## config.mk

```make
export PLATFORM = sky130hd
export DESIGN_NAME = video_ram_arbiter_flat
export DESIGN_NICKNAME = d
export VERILOG_FILES = /design/src/rtl/video_ram_arbiter_if.sv /design/src/rtl/video_ram_arbiter.sv /design/src/flat_wrapper.sv
export SDC_FILE = /design/constraint.sdc
export NUM_CORES = 1
export LEC_CHECK = 0
export BUFFER_PORTS_ARGS = -buffer_cell sky130_fd_sc_hd__buf_2
export CORE_MARGIN = 1.5
export CORE_UTILIZATION = 60
export CTS_BUF_LIST = sky130_fd_sc_hd__clkbuf_16
export CTS_CLUSTER_DIAMETER = 120
export DETAILED_ROUTE_END_ITERATION = 6
export MAX_ROUTING_LAYER = met4
export PLACE_DENSITY = 0.86
export SYNTH_ARGS = -nofsm -noshare
export SYNTH_HDL_FRONTEND = slang
export SYNTH_SLANG_ARGS = --single-unit
```

## constraint.sdc

```tcl
create_clock -name pclk -period 5.9 [get_ports pclk]
set_input_delay 0.885 -clock pclk [delete_from_list [all_inputs] [get_ports pclk]]
set_output_delay 0.885 -clock pclk [all_outputs]
set_load 0.005 [all_outputs]
```

## src/rtl/video_ram_arbiter_if.sv

```systemverilog
// rtl/video_ram_arbiter_if.sv - writer, display and RAM signal bundle for the video RAM arbiter
//
// Purpose: groups the pixel-writer stream, the display read port and the frame RAM port.
// Ports (as seen by the arbiter through the slave modport):
//   wr_valid/wr_pixel/wr_sof in, wr_ready out       pixel writer handshake
//   rd_req/rd_addr in, rd_valid/rd_data out          display scan-out reads
//   ram_addr/ram_we/ram_wdata out, ram_rdata in      single-port frame RAM
//   frame_done out, fifo_level out                   status
interface video_ram_arbiter_if #(
  parameter int ADDR_W     = 15,
  parameter int FIFO_DEPTH = 4
);
  logic                          wr_valid;
  logic                          wr_ready;
  logic [1:0]                    wr_pixel;
  logic                          wr_sof;
  logic                          rd_req;
  logic [ADDR_W-1:0]             rd_addr;
  logic                          rd_valid;
  logic [1:0]                    rd_data;
  logic [ADDR_W-1:0]             ram_addr;
  logic                          ram_we;
  logic [1:0]                    ram_wdata;
  logic [1:0]                    ram_rdata;
  logic                          frame_done;
  logic [$clog2(FIFO_DEPTH):0]   fifo_level;

  modport master (
    output wr_valid, wr_pixel, wr_sof, rd_req, rd_addr, ram_rdata,
    input  wr_ready, rd_valid, rd_data, ram_addr, ram_we, ram_wdata, frame_done, fifo_level
  );

  modport slave (
    input  wr_valid, wr_pixel, wr_sof, rd_req, rd_addr, ram_rdata,
    output wr_ready, rd_valid, rd_data, ram_addr, ram_we, ram_wdata, frame_done, fifo_level
  );
endinterface

```

## src/rtl/video_ram_arbiter.sv

```systemverilog
// rtl/video_ram_arbiter.sv - shares one single-port frame RAM between pixel writer and display reader
//
// Purpose: display reads always own the RAM slot; writer pixels queue in a small FIFO and
// drain into slots the display does not need. A one-entry read cache turns repeated reads
// of the same address (3x upscaling) into free slots.
// Ports:
//   pclk  in   single clock, posedge
//   rst   in   asynchronous active-high reset
//   bus   slave modport of video_ram_arbiter_if (writer stream, display reads, RAM port,
//         frame_done pulse, fifo_level)
module video_ram_arbiter #(
  parameter int ADDR_W     = 15,
  parameter int FB_PIXELS  = 23040,
  parameter int FIFO_DEPTH = 4
) (
  input  logic                   pclk,
  input  logic                   rst,
  video_ram_arbiter_if.slave     bus
);
  localparam int PTR_W = $clog2(FIFO_DEPTH);
  localparam int LVL_W = PTR_W + 1;
  localparam logic [ADDR_W-1:0] LAST_ADDR = ADDR_W'(FB_PIXELS - 1);

  // writer FIFO, entry = {sof, pixel}
  logic [2:0]        fifo_mem [FIFO_DEPTH];
  logic [PTR_W-1:0]  fifo_wptr, fifo_rptr;
  logic [LVL_W-1:0]  level;

  logic [ADDR_W-1:0] wr_addr;

  logic              cache_valid;
  logic [ADDR_W-1:0] cache_addr;
  logic [1:0]        cache_data;

  // two-stage read pipeline; hit and miss share the same latency
  logic              s1_valid, s1_hit;
  logic [1:0]        s1_data;
  logic [ADDR_W-1:0] s1_addr;
  logic              s2_valid, s2_hit, s2_written;
  logic [1:0]        s2_data;
  logic [ADDR_W-1:0] s2_addr;

  logic [ADDR_W-1:0] ram_addr_q;
  logic              ram_we_q;
  logic [1:0]        ram_wdata_q;
  logic              rd_valid_q;
  logic [1:0]        rd_data_q;
  logic              frame_done_q;

  logic              push, pop, hit, miss;
  logic [2:0]        head;
  logic [ADDR_W-1:0] issue_addr, next_wr_addr;
  logic              nxt_cache_valid;
  logic [ADDR_W-1:0] nxt_cache_addr;
  logic [1:0]        nxt_cache_data;

  assign bus.wr_ready   = (level < LVL_W'(FIFO_DEPTH));
  assign bus.fifo_level = level;
  assign bus.ram_addr   = ram_addr_q;
  assign bus.ram_we     = ram_we_q;
  assign bus.ram_wdata  = ram_wdata_q;
  assign bus.rd_valid   = rd_valid_q;
  assign bus.rd_data    = rd_data_q;
  assign bus.frame_done = frame_done_q;

  assign push = bus.wr_valid && bus.wr_ready;
  assign hit  = bus.rd_req && cache_valid && (bus.rd_addr == cache_addr);
  assign miss = bus.rd_req && !hit;
  // level is the pre-edge occupancy, so a pixel pushed this edge is never popped this edge
  assign pop  = !miss && (level != '0);

  assign head         = fifo_mem[fifo_rptr];
  assign issue_addr   = head[2] ? '0 : wr_addr;
  assign next_wr_addr = (issue_addr == LAST_ADDR) ? '0 : issue_addr + ADDR_W'(1);

  // Miss fill, then write coherence. A fill whose address was written one edge after the
  // read carries pre-write RAM data and is dropped. A write landing on the same edge as a
  // fill overrides the (equally stale) fill data.
  always_comb begin
    nxt_cache_valid = cache_valid;
    nxt_cache_addr  = cache_addr;
    nxt_cache_data  = cache_data;
    if (s2_valid && !s2_hit) begin
      if (s2_written) begin
        nxt_cache_valid = 1'b0;
      end else begin
        nxt_cache_valid = 1'b1;
        nxt_cache_addr  = s2_addr;
        nxt_cache_data  = bus.ram_rdata;
      end
    end
    if (pop && nxt_cache_valid && (issue_addr == nxt_cache_addr)) begin
      nxt_cache_data = head[1:0];
    end
  end

  // FIFO storage needs no reset; occupancy is tracked by the pointers and level
  always_ff @(posedge pclk) begin
    if (push) begin
      fifo_mem[fifo_wptr] <= {bus.wr_sof, bus.wr_pixel};
    end
  end

  always_ff @(posedge pclk or posedge rst) begin
    if (rst) begin
      fifo_wptr    <= '0;
      fifo_rptr    <= '0;
      level        <= '0;
      wr_addr      <= '0;
      cache_valid  <= 1'b0;
      cache_addr   <= '0;
      cache_data   <= '0;
      s1_valid     <= 1'b0;
      s1_hit       <= 1'b0;
      s1_data      <= '0;
      s1_addr      <= '0;
      s2_valid     <= 1'b0;
      s2_hit       <= 1'b0;
      s2_written   <= 1'b0;
      s2_data      <= '0;
      s2_addr      <= '0;
      ram_addr_q   <= '0;
      ram_we_q     <= 1'b0;
      ram_wdata_q  <= '0;
      rd_valid_q   <= 1'b0;
      rd_data_q    <= '0;
      frame_done_q <= 1'b0;
    end else begin
      if (push) fifo_wptr <= fifo_wptr + PTR_W'(1);
      if (pop)  fifo_rptr <= fifo_rptr + PTR_W'(1);
      case ({push, pop})
        2'b10:   level <= level + LVL_W'(1);
        2'b01:   level <= level - LVL_W'(1);
        default: level <= level;
      endcase

      if (miss) begin
        ram_addr_q <= bus.rd_addr;
        ram_we_q   <= 1'b0;
      end else if (pop) begin
        ram_addr_q  <= issue_addr;
        ram_we_q    <= 1'b1;
        ram_wdata_q <= head[1:0];
        wr_addr     <= next_wr_addr;
      end else begin
        ram_we_q <= 1'b0;
      end
      frame_done_q <= pop && (issue_addr == LAST_ADDR);

      s1_valid   <= bus.rd_req;
      s1_hit     <= hit;
      s1_data    <= cache_data;
      s1_addr    <= bus.rd_addr;
      s2_valid   <= s1_valid;
      s2_hit     <= s1_hit;
      s2_data    <= s1_data;
      s2_addr    <= s1_addr;
      s2_written <= pop && (issue_addr == s1_addr);

      rd_valid_q <= s2_valid;
      if (s2_valid) rd_data_q <= s2_hit ? s2_data : bus.ram_rdata;

      cache_valid <= nxt_cache_valid;
      cache_addr  <= nxt_cache_addr;
      cache_data  <= nxt_cache_data;
    end
  end
endmodule

```

## src/flat_wrapper.sv

```systemverilog
// flat-port wrapper written by rule: the top's interface ports become plain ports
module video_ram_arbiter_flat 
#(
  parameter int ADDR_W     = 15,
  parameter int FB_PIXELS  = 23040,
  parameter int FIFO_DEPTH = 4
)
  (pclk, rst, bus_wr_valid, bus_wr_pixel, bus_wr_sof, bus_rd_req, bus_rd_addr, bus_ram_rdata, bus_wr_ready, bus_rd_valid, bus_rd_data, bus_ram_addr, bus_ram_we, bus_ram_wdata, bus_frame_done, bus_fifo_level);
  video_ram_arbiter_if #(.ADDR_W(ADDR_W), .FIFO_DEPTH(FIFO_DEPTH)) bus_i ();
  input  logic pclk;
  input  logic rst;
  input wire logic [$bits(bus_i.wr_valid)-1:0] bus_wr_valid;
  input wire logic [$bits(bus_i.wr_pixel)-1:0] bus_wr_pixel;
  input wire logic [$bits(bus_i.wr_sof)-1:0] bus_wr_sof;
  input wire logic [$bits(bus_i.rd_req)-1:0] bus_rd_req;
  input wire logic [$bits(bus_i.rd_addr)-1:0] bus_rd_addr;
  input wire logic [$bits(bus_i.ram_rdata)-1:0] bus_ram_rdata;
  output wire logic [$bits(bus_i.wr_ready)-1:0] bus_wr_ready;
  output wire logic [$bits(bus_i.rd_valid)-1:0] bus_rd_valid;
  output wire logic [$bits(bus_i.rd_data)-1:0] bus_rd_data;
  output wire logic [$bits(bus_i.ram_addr)-1:0] bus_ram_addr;
  output wire logic [$bits(bus_i.ram_we)-1:0] bus_ram_we;
  output wire logic [$bits(bus_i.ram_wdata)-1:0] bus_ram_wdata;
  output wire logic [$bits(bus_i.frame_done)-1:0] bus_frame_done;
  output wire logic [$bits(bus_i.fifo_level)-1:0] bus_fifo_level;
  assign bus_i.wr_valid = bus_wr_valid;
  assign bus_i.wr_pixel = bus_wr_pixel;
  assign bus_i.wr_sof = bus_wr_sof;
  assign bus_i.rd_req = bus_rd_req;
  assign bus_i.rd_addr = bus_rd_addr;
  assign bus_i.ram_rdata = bus_ram_rdata;
  assign bus_wr_ready = bus_i.wr_ready;
  assign bus_rd_valid = bus_i.rd_valid;
  assign bus_rd_data = bus_i.rd_data;
  assign bus_ram_addr = bus_i.ram_addr;
  assign bus_ram_we = bus_i.ram_we;
  assign bus_ram_wdata = bus_i.ram_wdata;
  assign bus_frame_done = bus_i.frame_done;
  assign bus_fifo_level = bus_i.fifo_level;
  video_ram_arbiter #(.ADDR_W(ADDR_W), .FB_PIXELS(FB_PIXELS), .FIFO_DEPTH(FIFO_DEPTH)) u_core (.pclk(pclk), .rst(rst), .bus(bus_i));
endmodule
```

# Yosys cells after proc, flatten, opt, wreduce, memory -nomap -nowiden
# Memories as Yosys holds them, arrays and structs flattened.
# Cells that the tools add are included.
[totals]
ff_bits = 101
ram_bits = 12
input_bits = 24
out_inout_bits = 26
n_memories = 1
[mem_list]
columns = ["name", "words", "word_bits", "read_ports", "rd_clocked_by_memory_dff", "wr", "line", "source"]
rows = [
  ["u_core.fifo_mem", 4, 3, 1, 0, 1, "video_ram_arbiter.sv:25", "logic [2:0] fifo_mem [FIFO_DEPTH];"],
]
[classes]
n_addsub = 5
order_cmp = 1
n_eq_ne = 7
mux = 17
bitwise_logic = 1
reduce_logical = 19
[op_table]
columns = ["operator", "count"]
rows = [
  ["15-bit 2-to-1 mux", 6],
  ["15-bit == test", 3],
  ["15-bit by 1-bit adder with 15-bit output, second input constant", 1],
  ["15-bit == test, second input constant", 1],
  ["1-bit logical AND", 10],
  ["2-bit 2-to-1 mux", 4],
  ["1-bit 2-to-1 mux", 6],
  ["3-bit one-hot mux with 2 select lines", 1],
  ["2-bit nonzero test", 3],
  ["2-bit by 1-bit adder with 2-bit output, second input constant", 2],
  ["2-bit AND reduction", 2],
  ["3-bit by 1-bit adder with 3-bit output, second input constant", 1],
  ["1-bit zero test", 3],
  ["3-bit less-than comparator, second input constant", 1],
  ["3-bit nonzero test", 1],
  ["3-bit by 1-bit subtractor with 3-bit output, second input constant", 1],
  ["2-bit by 1-bit == test with 1-bit output, second input constant", 1],
  ["2-bit == test, second input constant", 1],
  ["2-bit inequality test, second input constant", 1],
  ["1-bit NOT", 1],
]

# Longest topological paths before layout
# Gate-level depths: netlist (run 1).
[logic_depth]
ltp_word = 10
mapped_depth = 13

# Worst setup path before layout (run 1)
# OpenSTA, ideal clock, no wires.
[synth_timing]
path_kind = "input port to flip-flop"
from = "input port bus_rd_addr[8]"
to = "register u_core.level[2], in the netlist u_core.bus.fifo_level[2]"
arrival_ps = 3066
path_slack_ps = 2754
cell_stages = 13
path_buffers = 2
cell_sequence = "xor2_1 > nor4_1 > nand4_1 > a21o_1 > clkbuf_1 > inv_1 > buf_2 > ha_1 > inv_1 > fa_1 > xor2_1 > nor2_1 > xnor2_1"
[synth_between]
elab_chain_cells = 8
word_cells_on_any_way = 10
[synth_lines]
columns = ["item", "line", "source"]
rows = [
  ["from (decl)", "flat_wrapper.sv:16", "input wire logic [$bits(bus_i.rd_addr)-1:0] bus_rd_addr;"],
  ["15-bit == test (*)", "video_ram_arbiter.sv:67", "assign hit = bus.rd_req && cache_valid && (bus.rd_addr == cache_addr);"],
  ["1-bit logical AND (*)", "video_ram_arbiter.sv:67", ""],
  ["1-bit zero test (*)", "video_ram_arbiter.sv:68", "assign miss = bus.rd_req && !hit;"],
  ["1-bit logical AND (*)", "video_ram_arbiter.sv:68", ""],
  ["1-bit zero test (*)", "video_ram_arbiter.sv:70", "assign pop = !miss && (level != '0);"],
  ["1-bit logical AND (*)", "video_ram_arbiter.sv:70", ""],
  ["via u_core.pop", "video_ram_arbiter.sv:50", "logic push, pop, hit, miss;"],
  ["2-bit by 1-bit == test with 1-bit output / 2-bit == test (equally long branches)", "video_ram_arbiter.sv:131", "case ({push, pop})"],
  ["3-bit one-hot mux with 2 select lines / 2-bit nonzero test (equally long branches)", "-", ""],
  ["to (signal assigned)", "video_ram_arbiter.sv:132", "2'b10: level <= level + LVL_W'(1);"],
  ["to (signal assigned)", "video_ram_arbiter.sv:133", "2'b01: level <= level - LVL_W'(1);"],
  ["to (signal assigned)", "video_ram_arbiter.sv:134", "default: level <= level;"],
  ["to (decl)", "video_ram_arbiter.sv:27", "logic [LVL_W-1:0] level;"],
]
# The timed path passes the listed nets; every way through them passes the cells marked *.
# A chain may end at the register's enable or synchronous reset.

# Worst setup path in the final report (run 1)
[layout_timing]
from = "input port bus_rd_addr[12]"
to = "register u_core.level[2], in the netlist u_core.bus.fifo_level[2]"
[layout_between]
elab_chain_cells = 8
word_cells_on_any_way = 10
[layout_lines]
columns = ["item", "line"]
rows = [
  ["15-bit == test (*)", "video_ram_arbiter.sv:67"],
  ["1-bit logical AND (*)", "video_ram_arbiter.sv:67"],
  ["1-bit zero test (*)", "video_ram_arbiter.sv:68"],
  ["1-bit logical AND (*)", "video_ram_arbiter.sv:68"],
  ["1-bit zero test (*)", "video_ram_arbiter.sv:70"],
  ["1-bit logical AND (*)", "video_ram_arbiter.sv:70"],
  ["2-bit by 1-bit == test with 1-bit output / 2-bit == test (equally long branches)", "video_ram_arbiter.sv:131"],
  ["3-bit one-hot mux with 2 select lines / 2-bit nonzero test (equally long branches)", "-"],
]
# Every way passes the cells marked *; elsewhere a longest branch is shown, timed or not.

==> key figures, run 1 <==
Detailed routing
  • Total number of vias: approximately 4300
  • Total wire length: 13300 µm
  • Metal-1 WL: 5153 µm
  • Met2 WL post-DR: 6177 µm
  • Pre-Repair DR Iteration Count: 6
  • Vias/cell: 6.432
  • Wire length per cell: 20.02 µm
  • Met3 routed WL: around 1500 µm
  • DRT antenna net count: 0
  • Post-route DRC violation count: 0
  • Top Metal Used: met4
  • Initial drt markers: 550

Critical path
  • Setup Crit Path Kind: primary input to flip-flop
  • Critical Path AT: 3.95 ns
  • Crit path launch type: primary input
  • CP required: 6.21 ns
  • CP endpoint kind: flip-flop
  • Crit path max fanout: 19

Placed design
  • Placer congestion estimate: approximately 0.91
  • Port bufs: 49
  • Detailed Place HPWL: 8406 µm

Yosys
  • Main combinational cell family by area after synthesis: simple AND/OR/NAND/NOR gates
  • Register area share after synthesis: 0.5463
  • Syn avg cell area: 10.51 µm²
  • Post-Synth Adder-Cell Area: 0.01799
  • Top_reg_cell synth: dfrtp_1
  • EDFF count, synth: 12
  • Ys Warns: 0
  • Mapped Cells: 503
  • Post-Synth Simple-Gate Area: 0.1586
  • Async S/R FF share, synth: 0.8938
  • Cell Area, Synth: between 5000 and 6000 µm²
  • Mux cell area share after synthesis: 0.05822
  • Syn_nets: ~530
  • Unique cell type count in the Yosys netlist: 53
  • Seq cells post-synth: 113
  • Synth Area in XOR/XNOR: 0.05799
  • Synth Area in Compound Gates: 0.1167

Final layout
  • Most frequent cells in the layout: dfrtp_1, nor2_1, buf_2
  • Final cell utilization of the core: 0.7176
  • Ant diodes: 0
  • Area of the multi-input gates: 2170 µm²
  • Synth-to-Final Area Change: 17.23%
  • Layout cells sized above 1: 0.1745
  • Filler cells: 587
  • Commonest non-fill, non-tap cell in the layout: dfrtp_1
  • Final #Nets: 574
  • Register area: slightly below 3000 µm²

Run
  • Maxcap violations: 0

Clocking
  • Cts bufs inserted: 17
  • Post CTS Setup Buffer Count: 0
  • Root Buffer Master: clkbuf_16
  • TritonCTS clock tree: yes
  • Post-CTS Hold Buffers: 0
  • Worst-path clk slew: roughly 0.060 ns
  • Post_cts resized: 0
  • Clock latency at the later pin of the worst-skew pair: approximately 0.42 ns
  • CTS Buffer Depth: 2
  • Clock sinks: 113
  • H-tree depth: 4

Floorplanning
  • Die height: 96.87 µm
  • Die area: 9383 µm²
  • Io pins: 50
  • Starting Density: 0.6121
  • Chip width: 96.87 µm
  • Total core area: 8636 µm²
  • # rows: 34

Pwr
  • Pwr Total: 2.666 mW
  • Pwr dens: 430.2 nW/µm²
  • Maximum VDD drop: ~0.30 mV
  • LEAKAGE: roughly 2.7 nW

GRT
  • Vias in the first global route: 4149
  • Largest net degree at the start of global routing: 53
  • Gr usage total: 0.3108
  • Number of antenna violations at the first check in global routing: 0
  • First-pass GRT wire length: 21920 µm
  • Total gr overflow: 0

Min path
  • Hold Crit Class: flip-flop to flip-flop

STA
  • Period utilisation layout: 0.6177
  • Least-Margin Pin Slew: approximately 1.1 ns
  • Tmin final: 3.644 ns
  • TNS Setup: 0 ns
  • Final hold violations: 0
  • Relative slew slack: 0.2448
  • Unrepaired setup endpoints after global routing: false
  • Slew Viols, Final: 0
  • Fmax: 0.2744 GHz
  • Setup violators final: 0
  • Hold slack: 0.3499 ns
  • Clk_skew: 0.005146 ns

Run status
  • Outcome: finished clean
-- kinds of logic after synthesis --
logic type               after synthesis
buffers and inverters                 57
multiplexers                          26
AO/OA/AOI/OAI                        100
flip-flops                           113
AND/OR/NAND/NOR                      165
adder cells (fa/ha/maj)                7
XOR/XNOR                              35
-- through the flow --
step           std cells  worst slack [ns]  cell area (µm²)
2_1_floorplan        503             2.368             5286
3_3_place_gp         632             2.088             5564
3_5_place_dp         632             1.968             5564
4_1_cts              664             2.283             6197
5_1_grt              664             2.011             6197
6_report             664             2.256             6197
-- cells in the mapped netlist, types with 14 or more instances --
cell type	count	area, µm²
dfrtp_1	101	2527
nor2_1	50	187.7
nand2_1	44	165.2
a21oi_1	31	155.2
inv_1	25	93.84
o21ai_0	23	115.1
clkbuf_1	21	78.83
xnor2_1	18	157.7
nand3_1	17	85.08
xor2_1	17	148.9
mux2i_1	15	150.1
a31oi_1	14	87.58
-- flip-flops by register name, indices dropped and copies added (netlist names), 2 cells and up --
name / cells
u_core.fifo_rptr: 2
u_core.bus.ram_addr: 15
u_core.bus.ram_wdata: 2
u_core.fifo_mem: 12
u_core.bus.rd_data: 2
u_core.s1_data: 2
u_core.bus.fifo_level: 3
u_core.wr_addr: 15
u_core.cache_addr: 15
u_core.s2_data: 2
u_core.cache_data: 2
u_core.s1_addr: 15
u_core.s2_addr: 15
u_core.fifo_wptr: 2
-- critical path, stage by stage --
cell and delay (ns):
buf_2 0.13, xor2_1 0.14, nor4_1 0.44, nand4_1 0.25
a21o_1 0.45, inv_1 0.52, ha_1 0.30, inv_1 0.07
fa_1 0.37, xor2_1 0.18, nor2_1 0.08, xnor2_1 0.12
-- routing by layer --
| layer | up-vias | track usage |
|---|---|---|
| li1 | 1855 | - |
| met1 | 2072 | 0.4064 |
| met2 | 283 | 0.4626 |
| met3 | 61 | 0.08960 |
| met4 | 0 | 0.1204 |
| met5 | - | - |
-- worst paths after layout --
check / from / end / slack (ns) / depth (start not counted)
max: bus_rd_addr[12] / u_core.bus.fifo_level[2] / 2.26 / 12
min: u_core.s1_data[1] / u_core.s2_data[1] / 0.35 / 0
max reg2reg: u_core.cache_addr[12] / u_core.bus.fifo_level[2] / 2.41 / 11
min reg2reg: u_core.s1_data[1] / u_core.s2_data[1] / 0.35 / 0
max in group asynchronous: rst / u_core.bus.ram_addr[12] / 4.27 / 3
min in group asynchronous: rst / u_core.s2_hit / 0.55 / 2
-- report_power, final --
group	switching (mW)	leakage, nW	internal (mW)
clock network	0.385	0.297	0.711
registers	0.104	1.34	0.888
logic	0.352	1.10	0.226
-- layout make-up --
cell class,instances,area share
Inverter,25,0.01555
Multi-Input combinational cell,333,0.3501
Tap cell,108,0.02181
Timing Repair Buffer,53,0.04442
Sequential cell,113,0.4660
Clock buffer,17,0.06865
Clock inverter,15,0.03352
Note: power is estimated with default switching activity, not from simulation.
==> inputs of run 2 (changes only) <==
Settings changed: CORE_UTILIZATION 60 to 53, PLACE_DENSITY 0.86 to 0.8.
Clock period 5.9 ns to 3.35 ns, I/O delays scaled along.
==> key figures, run 2 (synthesized netlist as in run 1, its figures left out) <==
Detailed routing
  • Wire length per cell: 19.42 µm (was 20.02 µm)
  • Pre-Repair DR Iteration Count: 5 (was 6)
  • DRT antenna net count: 0 (unchanged)
  • Total number of vias: 4199 (was 4271)
  • Initial drt markers: 431 (was 550)
  • Post-route DRC violation count: 0 (unchanged)
  • Total wire length: 13440 µm (was 13300 µm)
  • Vias/cell: 6.068 (was 6.432)

Floorplanning
  • Chip width: 102.9 µm (was 96.87 µm)
  • Io pins: 50 (unchanged)
  • Die height: 102.9 µm (was 96.87 µm)
  • Total core area: 9729 µm² (was 8636 µm²)
  • # rows: 36 (was 34)
  • Starting Density: 0.5433 (was 0.6121)
  • Die area: 10580 µm² (was 9383 µm²)

Critical path
  • R2r worst-path depth: 9 (was 11)
  • Setup Crit Path Kind: flip-flop to flip-flop (was primary input to flip-flop)
  • CP endpoint kind: flip-flop (unchanged)
  • CP required: 3.65 ns (was 6.21 ns)
  • Crit-path leading delay family: simple AND/OR/NAND/NOR gates (unchanged)
  • CP Buf/Inv Count: 0 (was 3)
  • Worst reg2reg startpoint: u_core.fifo_rptr[0] (was u_core.cache_addr[12])
  • Reg2Reg Capture Point: u_core.wr_addr[5] (was u_core.bus.fifo_level[2])
  • R2R setup slack: 0.33 ns (was 2.41 ns)
  • Crit-path max cell delay: 0.67 ns (was 0.52 ns)
  • Crit path launch type: flip-flop (was primary input)
  • Critical Path AT: 3.32 ns (was 3.95 ns)
  • Worst-path cell chain: mux4_2 -> nor2b_1 -> ha_1 -> nand3_1 -> nor3_1 -> nand4_1 -> nand2_1 -> o21ai_0 -> a32o_1 (was buf_2 -> xor2_1 -> nor4_1 -> nand4_1 -> a21o_1 -> inv_1 -> ha_1 -> inv_1 -> fa_1 -> xor2_1 -> nor2_1 -> xnor2_1)
  • Slowest CP cell: mux4_2 (was inv_1)
  • Crit path max fanout: 10 (was 19)

Final layout
  • Final instance area: 6245 µm² (was 6197 µm²)
  • Commonest non-fill, non-tap cell in the layout: dfrtp_1 (unchanged)
  • Layout cells sized above 1: 0.1717 (was 0.1745)
  • Synth-to-Final Area Change: 18.13% (was 17.23%)
  • Filler cells: 744 (was 587)
  • Most frequent cells in the layout: dfrtp_1, nor2_1, buf_2 (unchanged)
  • Final #Nets: 578 (was 574)
  • Ant diodes: 0 (unchanged)

Min path
  • Hold Crit Class: primary input to asynchronous set/reset pin (was flip-flop to flip-flop)

Pwr
  • Pwr Total: 4.605 mW (was 2.666 mW)
  • Pwr dens: 737.4 nW/µm² (was 430.2 nW/µm²)
  • LEAKAGE: 2.762 nW (was 2.737 nW)
  • Maximum VDD drop: 0.6041 mV (was 0.2964 mV)

STA
  • Fmax: 0.3316 GHz
  • PnR worst setup slack: 0.3341 ns (was 2.256 ns)
  • Least-Margin Pin Slew: 0.6524 ns (was 1.130 ns)
  • Relative slew slack: 0.5651 (was 0.2448)
  • Period utilisation layout: 0.9003
  • Setup violators final: 0 (unchanged)
  • Unrepaired setup endpoints after global routing: false (unchanged)
  • TNS Setup: 0 ns (unchanged)
  • Tmin final: 3.016 ns
  • Slew Viols, Final: 0 (unchanged)
  • Clk_skew: 0.009225 ns (was 0.005146 ns)
  • Final hold violations: 0 (unchanged)

Clocking
  • Post_cts resized: 0 (unchanged)
  • Root Buffer Master: clkbuf_16 (unchanged)
  • CTS Buffer Depth: 2 (unchanged)
  • Worst-path clk slew: 0.05 ns (was 0.06 ns)
  • Clock latency at the later pin of the worst-skew pair: 0.41 ns (was 0.42 ns)
  • Cts bufs inserted: 17 (unchanged)
  • TritonCTS clock tree: yes (unchanged)
  • Clock sinks: 113 (unchanged)
  • Post-CTS Hold Buffers: 0 (unchanged)
  • Post CTS Setup Buffer Count: 0 (unchanged)
  • H-tree depth: 4 (unchanged)

GRT
  • Grt peak-use layer: met2 (unchanged)
  • Number of antenna violations at the first check in global routing: 0 (unchanged)
  • Largest net degree at the start of global routing: 52 (was 53)
  • GR Util met3: 0.09356 (was 0.08960)
  • Vias in the first global route: 4254 (was 4149)
  • First-pass GRT wire length: 21750 µm (was 21920 µm)
  • GR met1 Demand/Resource: 0.3566 (was 0.4064)
  • Gr usage total: 0.2891 (was 0.3108)
  • M2 GR Usage: 0.4447 (was 0.4626)
  • Total gr overflow: 0 (unchanged)

Placed design
  • Detailed Place HPWL: 9091 µm (was 8406 µm)
  • DP Worst Slack: 0.4084 ns (was 1.968 ns)
  • Port bufs: 49 (unchanged)
  • Placer congestion estimate: 0.9338 (was 0.9076)
  • Placed Area: 5650 µm² (was 5564 µm²)

Run status
  • Outcome: finished clean (unchanged)

Run
  • Maxcap violations: 0 (unchanged)
==> run 2: changes by cell type in the layout (fill, tap and decap cells not counted), sizes merged <==
cell      delta
clkinvlp     -2
buf          +4
clkbuf       +1
bufinv       -1
clkinv       +3
inv          -2
==> run 2: worst reg2reg max path: cells and delay by family (launching register included) <==
family	cells	cell delay, ns
simple gates	5	1.13
mux	1	0.67
flops	1	0.50
compound gates	2	0.37
fa+ha+maj	1	0.25
==> run 2: worst max-delay path by stage <==
stage / from / slack [ns] / depth (start not counted) / to
2_1_floorplan: rst / 0.20 / 1 / u_core.bus.fifo_level[0]
3_3_place_gp: bus_rd_addr[3] / 0.52 / 12 / u_core.bus.fifo_level[2]
3_5_place_dp: u_core.fifo_rptr[0] / 0.41 / 9 / u_core.wr_addr[5]
4_1_cts: u_core.fifo_rptr[0] / 0.39 / 9 / u_core.wr_addr[5]
5_1_grt: u_core.fifo_rptr[0] / 0.08 / 9 / u_core.wr_addr[5]
6_report: u_core.fifo_rptr[0] / 0.33 / 9 / u_core.wr_addr[5]
==> run 2: cell type report <==
cell class	count	area, µm²	area share
Sequential cell	113	2888	0.4624
Clock buffer	18	450.4	0.07213
Tap cell	133	166.4	0.02665
Inverter	25	96.34	0.01543
Clock inverter	13	143.9	0.02304
Multi-Input combinational cell	333	2170	0.3474
Timing Repair Buffer	57	330.3	0.05290
==> run 2: power by group <==
| group | leakage (nW) | total (mW) | internal, mW | switching (mW) |
|---|---|---|---|---|
| logic | 1.13 | 1.04 | 0.419 | 0.626 |
| clock network | 0.294 | 1.81 | 1.19 | 0.621 |
| registers | 1.34 | 1.75 | 1.56 | 0.183 |
==> run 2: routing by layer <==
| metal | wire [µm] | share of wire | vias to the layer above |
|---|---|---|---|
| met3 | 1129 | 0.084 | 41 |
| met5 | 0 | 0 | - |
| met4 | 387 | 0.029 | 0 |
| li1 | - | - | 1870 |
| met2 | 6445 | 0.48 | 223 |
| met1 | 5473 | 0.41 | 2065 |
==> run 2: through the flow <==
stage / std cells / util / hold WS [ns]
floorplan: 503 / - / 0.3312
global placement: 661 / 0.5808 / 0.3322
detailed placement: 661 / 0.5808 / 0.3365
CTS: 692 / 0.6418 / 0.2112
global route: 692 / 0.6418 / 0.2261
finish: 692 / 0.6418 / 0.1797
